`src/rtl/stage2_maxpool_pkg.sv`:
```
// Shared sizing for the stage2 max-pool block: channel count, value width and frame geometry.
package stage2_maxpool_pkg;

  localparam int ST2_POOL_CI  = 3;
  localparam int ST2_POOL_IBW = 32;
  localparam int ST2_POOL_X   = 8;
  localparam int ST2_POOL_Y   = 8;
  localparam int ST2_POOL_OX  = ST2_POOL_X / 2;
  localparam int ST2_POOL_OY  = ST2_POOL_Y / 2;

  // Index width for a buffer of n entries; never narrower than one bit.
  function automatic int idx_width(input int n);
    return (n > 1) ? $clog2(n) : 1;
  endfunction

endpackage

```
`src/rtl/stage2_pool_ch.sv`:
```
// One channel of 2x2 stride-2 max pooling: horizontal pair register, half-row line buffer
// and the registered pooled result.
module stage2_pool_ch
  import stage2_maxpool_pkg::*;
#(
  parameter int IBW = ST2_POOL_IBW,
  parameter int OX  = ST2_POOL_OX,
  localparam int IDX_W = idx_width(OX)
) (
  input  logic                  clk,
  input  logic                  reset_n,
  input  logic                  in_valid,
  input  logic                  col_odd,
  input  logic                  row_odd,
  input  logic [IDX_W-1:0]      idx,
  input  logic signed [IBW-1:0] data,
  output logic signed [IBW-1:0] pool
);

  logic signed [IBW-1:0] h_reg;
  logic signed [IBW-1:0] hmax;
  logic signed [IBW-1:0] vmax;
  logic signed [IBW-1:0] line_buf [OX];

  always_comb begin
    hmax = (data > h_reg) ? data : h_reg;
    vmax = (line_buf[idx] > hmax) ? line_buf[idx] : hmax;
  end

  // Even rows park the horizontal max; odd rows read it back before the next even row overwrites it.
  always_ff @(posedge clk or negedge reset_n) begin
    if (!reset_n) begin
      h_reg <= '0;
      pool  <= '0;
      for (int i = 0; i < OX; i++) begin
        line_buf[i] <= '0;
      end
    end else if (in_valid) begin
      if (!col_odd) begin
        h_reg <= data;
      end else if (!row_odd) begin
        line_buf[idx] <= hmax;
      end else begin
        pool <= vmax;
      end
    end
  end

endmodule

```
`src/rtl/stage2_maxpool.sv`:
```
// Stage2 max pool: tracks the raster position of the incoming stream and fans each point
// out to one pooling lane per channel; emits a 4x4 pooled stream with a frame-done pulse.
module stage2_maxpool
  import stage2_maxpool_pkg::*;
#(
  parameter int CH   = ST2_POOL_CI,
  parameter int IBW  = ST2_POOL_IBW,
  parameter int IN_X = ST2_POOL_X,
  parameter int IN_Y = ST2_POOL_Y
) (
  input  logic              clk,
  input  logic              reset_n,
  input  logic              i_in_valid,
  input  logic [CH*IBW-1:0] i_in_fmap,
  output logic              o_ot_valid,
  output logic [CH*IBW-1:0] o_ot_fmap,
  output logic              o_ot_done
);

  localparam int OX    = IN_X / 2;
  localparam int COL_W = idx_width(IN_X);
  localparam int ROW_W = idx_width(IN_Y);
  localparam int IDX_W = idx_width(OX);

  logic [COL_W-1:0] col;
  logic [ROW_W-1:0] row;
  logic             col_last;
  logic             row_last;
  logic [IDX_W-1:0] idx;

  always_comb begin
    col_last = (col == COL_W'(IN_X - 1));
    row_last = (row == ROW_W'(IN_Y - 1));
    idx      = IDX_W'(col >> 1);
  end

  // Raster counters advance only on valid points; the frame wraps straight into the next one.
  always_ff @(posedge clk or negedge reset_n) begin
    if (!reset_n) begin
      col        <= '0;
      row        <= '0;
      o_ot_valid <= 1'b0;
      o_ot_done  <= 1'b0;
    end else begin
      o_ot_valid <= i_in_valid & col[0] & row[0];
      o_ot_done  <= i_in_valid & col_last & row_last;
      if (i_in_valid) begin
        if (col_last) begin
          col <= '0;
          row <= row_last ? '0 : row + ROW_W'(1);
        end else begin
          col <= col + COL_W'(1);
        end
      end
    end
  end

  for (genvar k = 0; k < CH; k++) begin : g_ch
    stage2_pool_ch #(
      .IBW (IBW),
      .OX  (OX)
    ) u_pool_ch (
      .clk      (clk),
      .reset_n  (reset_n),
      .in_valid (i_in_valid),
      .col_odd  (col[0]),
      .row_odd  (row[0]),
      .idx      (idx),
      .data     (i_in_fmap[k*IBW +: IBW]),
      .pool     (o_ot_fmap[k*IBW +: IBW])
    );
  end

endmodule

```
`config.mk`:
```
export PLATFORM = sky130hd
export DESIGN_NAME = stage2_maxpool
export DESIGN_NICKNAME = d
export VERILOG_FILES = /design/src/rtl/stage2_maxpool_pkg.sv /design/src/rtl/stage2_pool_ch.sv /design/src/rtl/stage2_maxpool.sv
export SDC_FILE = /design/constraint.sdc
export NUM_CORES = 1
export LEC_CHECK = 0
export CAP_MARGIN = 30
export CORE_MARGIN = 2
export CORE_UTILIZATION = 50
export DETAILED_ROUTE_END_ITERATION = 10
export GPL_TIMING_DRIVEN = 0
export PLACE_DENSITY_LB_ADDON = 0.05
export SLEW_MARGIN = 20
export SYNTH_ARGS = -nofsm -noshare
export SYNTH_HDL_FRONTEND = slang
export SYNTH_SLANG_ARGS = --single-unit
```
`constraint.sdc`:
```
create_clock -name clk -period 7.6 [get_ports clk]
set_clock_uncertainty 0.05 [all_clocks]
set_input_delay 1.9 -clock clk [delete_from_list [all_inputs] [get_ports clk]]
set_output_delay 1.9 -clock clk [all_outputs]
set_load 0.02 [all_outputs]
```
==> impl_metrics.py <==
metrics = {
    "synthesis": {
        "synth_edf_count": 0,
        "synth_nets": 3168,
        "synth_area_leaders": "dfrtp_1, ha_1, mux4_2, mux2_2, nand2_1",
        "synth_flop_cell": "dfrtp_1",
        "syn_avg_cell_area_um2": 10.6,
        "yosys.area.top_type": "dfrtp_1",
        "yosysMostFrequentCell": "dfrtp_1",
        "ys_types": 55,
        "synth.top_cell.area_share_pct": 48.2,
        "ys_warn_count": 0,
        "synth_seq_cells": 584,
        "synth_commonest_cells": "dfrtp_1, nand2_1, o21ai_0",
        "async_flop_share_pct": 100,
        "syn-cell-area_um2": 30300,
        "synthesis.instances": 2873,
        "seq_area_frac_synth_pct": 48.2,
    },
    "critical_path": {
        "required_ns": 8.05,
        "endpoint_kind": "register",
        "crit_fanout": 10,
        "cp-start-kind": "input pin",
        "cp.arrival_ns": 7.84,
        "crit_type": "in2reg",
    },
    "place": {
        "port_buffers": 195,
        "post-dp-hpwl_um": 65200,
        "place_worst_setup_slack_ns": -1.15,
        "place_congestion": 0.879,
    },
    "timing": {
        "hold_viol_final": 0,
        "slew_headroom_pct": 33.0,
        "setup_viol": 0,
        "maxSlewViolCount": 0,
        "rsz0062_at_grt": "false",
        "fmax_ghz": 0.135,
        "hold_slack_ns": 0.428,
        "setup_ws_ns": 0.209,
        "post-route-min-period_ns": 7.39,
        "worst_pin_slew_ns": 1.00,
        "min_period_over_period_pct": 97.3,
    },
    "global_routing": {
        "first_global_vias": 24700,
        "grt_overflow": 0,
        "grt_max_degree": 102,
        "grt_pass1_wl_um": 143000,
        "antenna_found_initial": 2,
        "grt_usage_pct": 29.2,
    },
    "pwr": {
        "p_leak_nw": 16.2,
        "pwr-share-comb_pct": 51.1,
        "pwr-share-clk_pct": 18.6,
        "ir_worst_vdd_uv": 252,
        "seqPwrFrac_pct": 30.3,
        "swShare_pct": 41.5,
        "p_sw_mw": 7.04,
        "p_per_area_nw_per_um2": 472,
        "intPower_mw": 9.93,
    },
    "layout": {
        "largest_reg_flops": 384,
        "drive_above_1_share_pct": 14.6,
        "fin_nets": 3451,
        "area_delta_synth_final_pct": 18.5,
    },
    "floorplanning": {
        "die_h_um": 250,
        "num_rows": 90,
        "ios": 197,
        "core_area_um2": 60100,
        "start_util_pct": 50.5,
        "design.die.area_um2": 62700,
        "die_w_um": 250,
    },
    "clocking": {
        "clkLatencyLatePin_ns": 0.60,
        "cts_tree": "done",
        "htree_levels": 3,
        "cts_root_buf": "clkbuf_16",
        "ctsHoldBuffers": 0,
        "tritoncts.num_buffers": 67,
        "clkSinkCount": 584,
        "clk_pin_slew_ns": 0.06,
        "clock_path_buffers": 3,
    },
    "drt": {
        "dr.first_iter.drc_count": 1953,
        "postRouteAntennaNets": 0,
        "drc": 0,
        "first_pass_iters": 5,
        "viasPerCell": 6.00,
        "post_drt_wl_per_cell_um": 22.6,
        "wirelength_um": 90200,
        "num_vias": 23900,
    },
    "run": {
        "maxCapViolCount": 0,
    },
    "run_status": {
        "status": "finished, final reports clean",
    },
    "min_path": {
        "hp-class": "reg2reg",
    },
}
==> through the flow <==
stage	total power, mW	instance area [um2]	instances	utilization [%]	TNS [ns]
6_report	17.0	36000	3989	59.8	0
5_1_grt	18.1	36000	3988	59.8	0
4_1_cts	16.8	35700	3983	59.4	0
3_5_place_dp	13.5	33500	3861	55.7	-93.45
3_3_place_gp	13.2	33300	3850	55.3	-
2_1_floorplan	10.6	30300	2873	-	0
==> cell families (layout without fill, tap and decap cells) <==
| family | Yosys count | after routing | share of synthesized area [%] |
|---|---|---|---|
| AOI/OAI and AO/OA | 733 | 733 | 13.9 |
| other | 0 | 1 | 0 |
| muxes | 323 | 323 | 15.4 |
| buffers and inverters | 353 | 686 | 4.56 |
| DFF | 584 | 584 | 48.2 |
| and+or+nand+nor | 684 | 684 | 9.89 |
| adders and majority gates | 196 | 196 | 8.08 |
==> worst max-delay path, cell delays in order <==
cell and delay, ns:
clkdlybuf4s50_1 0.55, ha_2 0.47, nand4_1 0.20, or4_1 0.65, a31oi_1 0.28, nor3_1 0.13, mux2i_4 0.30, buf_6 0.27
mux2i_2 0.46, ha_1 0.34, a21oi_1 0.12, o21ai_0 0.09, a221oi_1 0.53, nor3_2 0.08, or4_1 0.55, o311a_4 0.18
nand2b_2 0.25, clkbuf_2 0.24, o211ai_1 0.23
==> worst paths after layout <==
kind                       slack [ns]  cells past startpoint                              to                      startpoint
hold reg to reg                  0.43                      2  g_ch[0].u_pool_ch.line_buf[48]  g_ch[0].u_pool_ch.line_buf[48]
max in group asynchronous        5.01                      3  g_ch[1].u_pool_ch.line_buf[10]                         reset_n
min in group asynchronous        1.21                      1     g_ch[0].u_pool_ch.h_reg[12]                         reset_n
setup reg to reg                 1.60                     20      g_ch[1].u_pool_ch.pool[10]     g_ch[1].u_pool_ch.h_reg[11]
setup / recovery                 0.21                     19      g_ch[1].u_pool_ch.pool[10]                   i_in_fmap[63]
hold / removal                   0.43                      2  g_ch[0].u_pool_ch.line_buf[48]  g_ch[0].u_pool_ch.line_buf[48]
==> power by group through the flow <==
stage / combinational, mW / clock (mW) / sequential, mW
floorplan: 5.46 / 0 / 5.16
global placement: 8.07 / 0 / 5.11
detailed placement: 8.31 / 0 / 5.15
CTS: 8.46 / 3.22 / 5.11
global route: 9.52 / 3.35 / 5.28
finish: 8.67 / 3.16 / 5.14
==> layout by cell type (no fill, tap or decap), types with 7 or more instances in the layout <==
cell type / instances
nand4_1: 39
nor2b_1: 9
clkbuf_8: 11
nand2_1: 464
o211ai_1: 39
dfrtp_1: 584
o21ai_0: 325
a221o_1: 36
inv_1: 153
clkinv_2: 11
o31ai_1: 7
and4_1: 7
a21oi_1: 104
buf_1: 17
clkbuf_16: 69
nor2_1: 15
clkbuf_1: 152
a31oi_1: 27
a221oi_1: 7
nor3_1: 9
buf_6: 10
mux2i_4: 11
clkbuf_2: 16
mux2i_1: 43
mux2_2: 158
buf_4: 8
clkdlybuf4s50_1: 194
a21o_1: 12
a211oi_1: 32
and3_1: 34
buf_2: 11
or4_1: 8
mux4_2: 96
ha_1: 195
o21ai_1: 120
inv_2: 17
nand3_1: 81
mux2i_2: 14
==> what timing repair did <==
item                       4_1_cts  5_1_grt
setup endpoints to repair       92       93
setup buffers                    3        4
resized for setup               16       58
==> final cells by class <==
| class | count | area (um2) |
|---|---|---|
| diodes | 1 | 2.50 |
| plain buffers | 182 | 772 |
| clock buffers | 101 | 1960 |
| clock inverters | 18 | 174 |
| fillers | 5098 | 24200 |
| inverters | 170 | 638 |
| multi-input cells | 1936 | 14600 |
| flip-flops and latches | 584 | 14600 |
| well taps | 782 | 978 |
| repair buffers | 215 | 2250 |
==> routing by layer <==
layer  track usage [%]  wire length, um
met3              3.95             4610
met5                 0               13
met2              47.4            43100
met1              40.0            39300
met4              11.1             3160
Power figures use the tool's default switching activity.
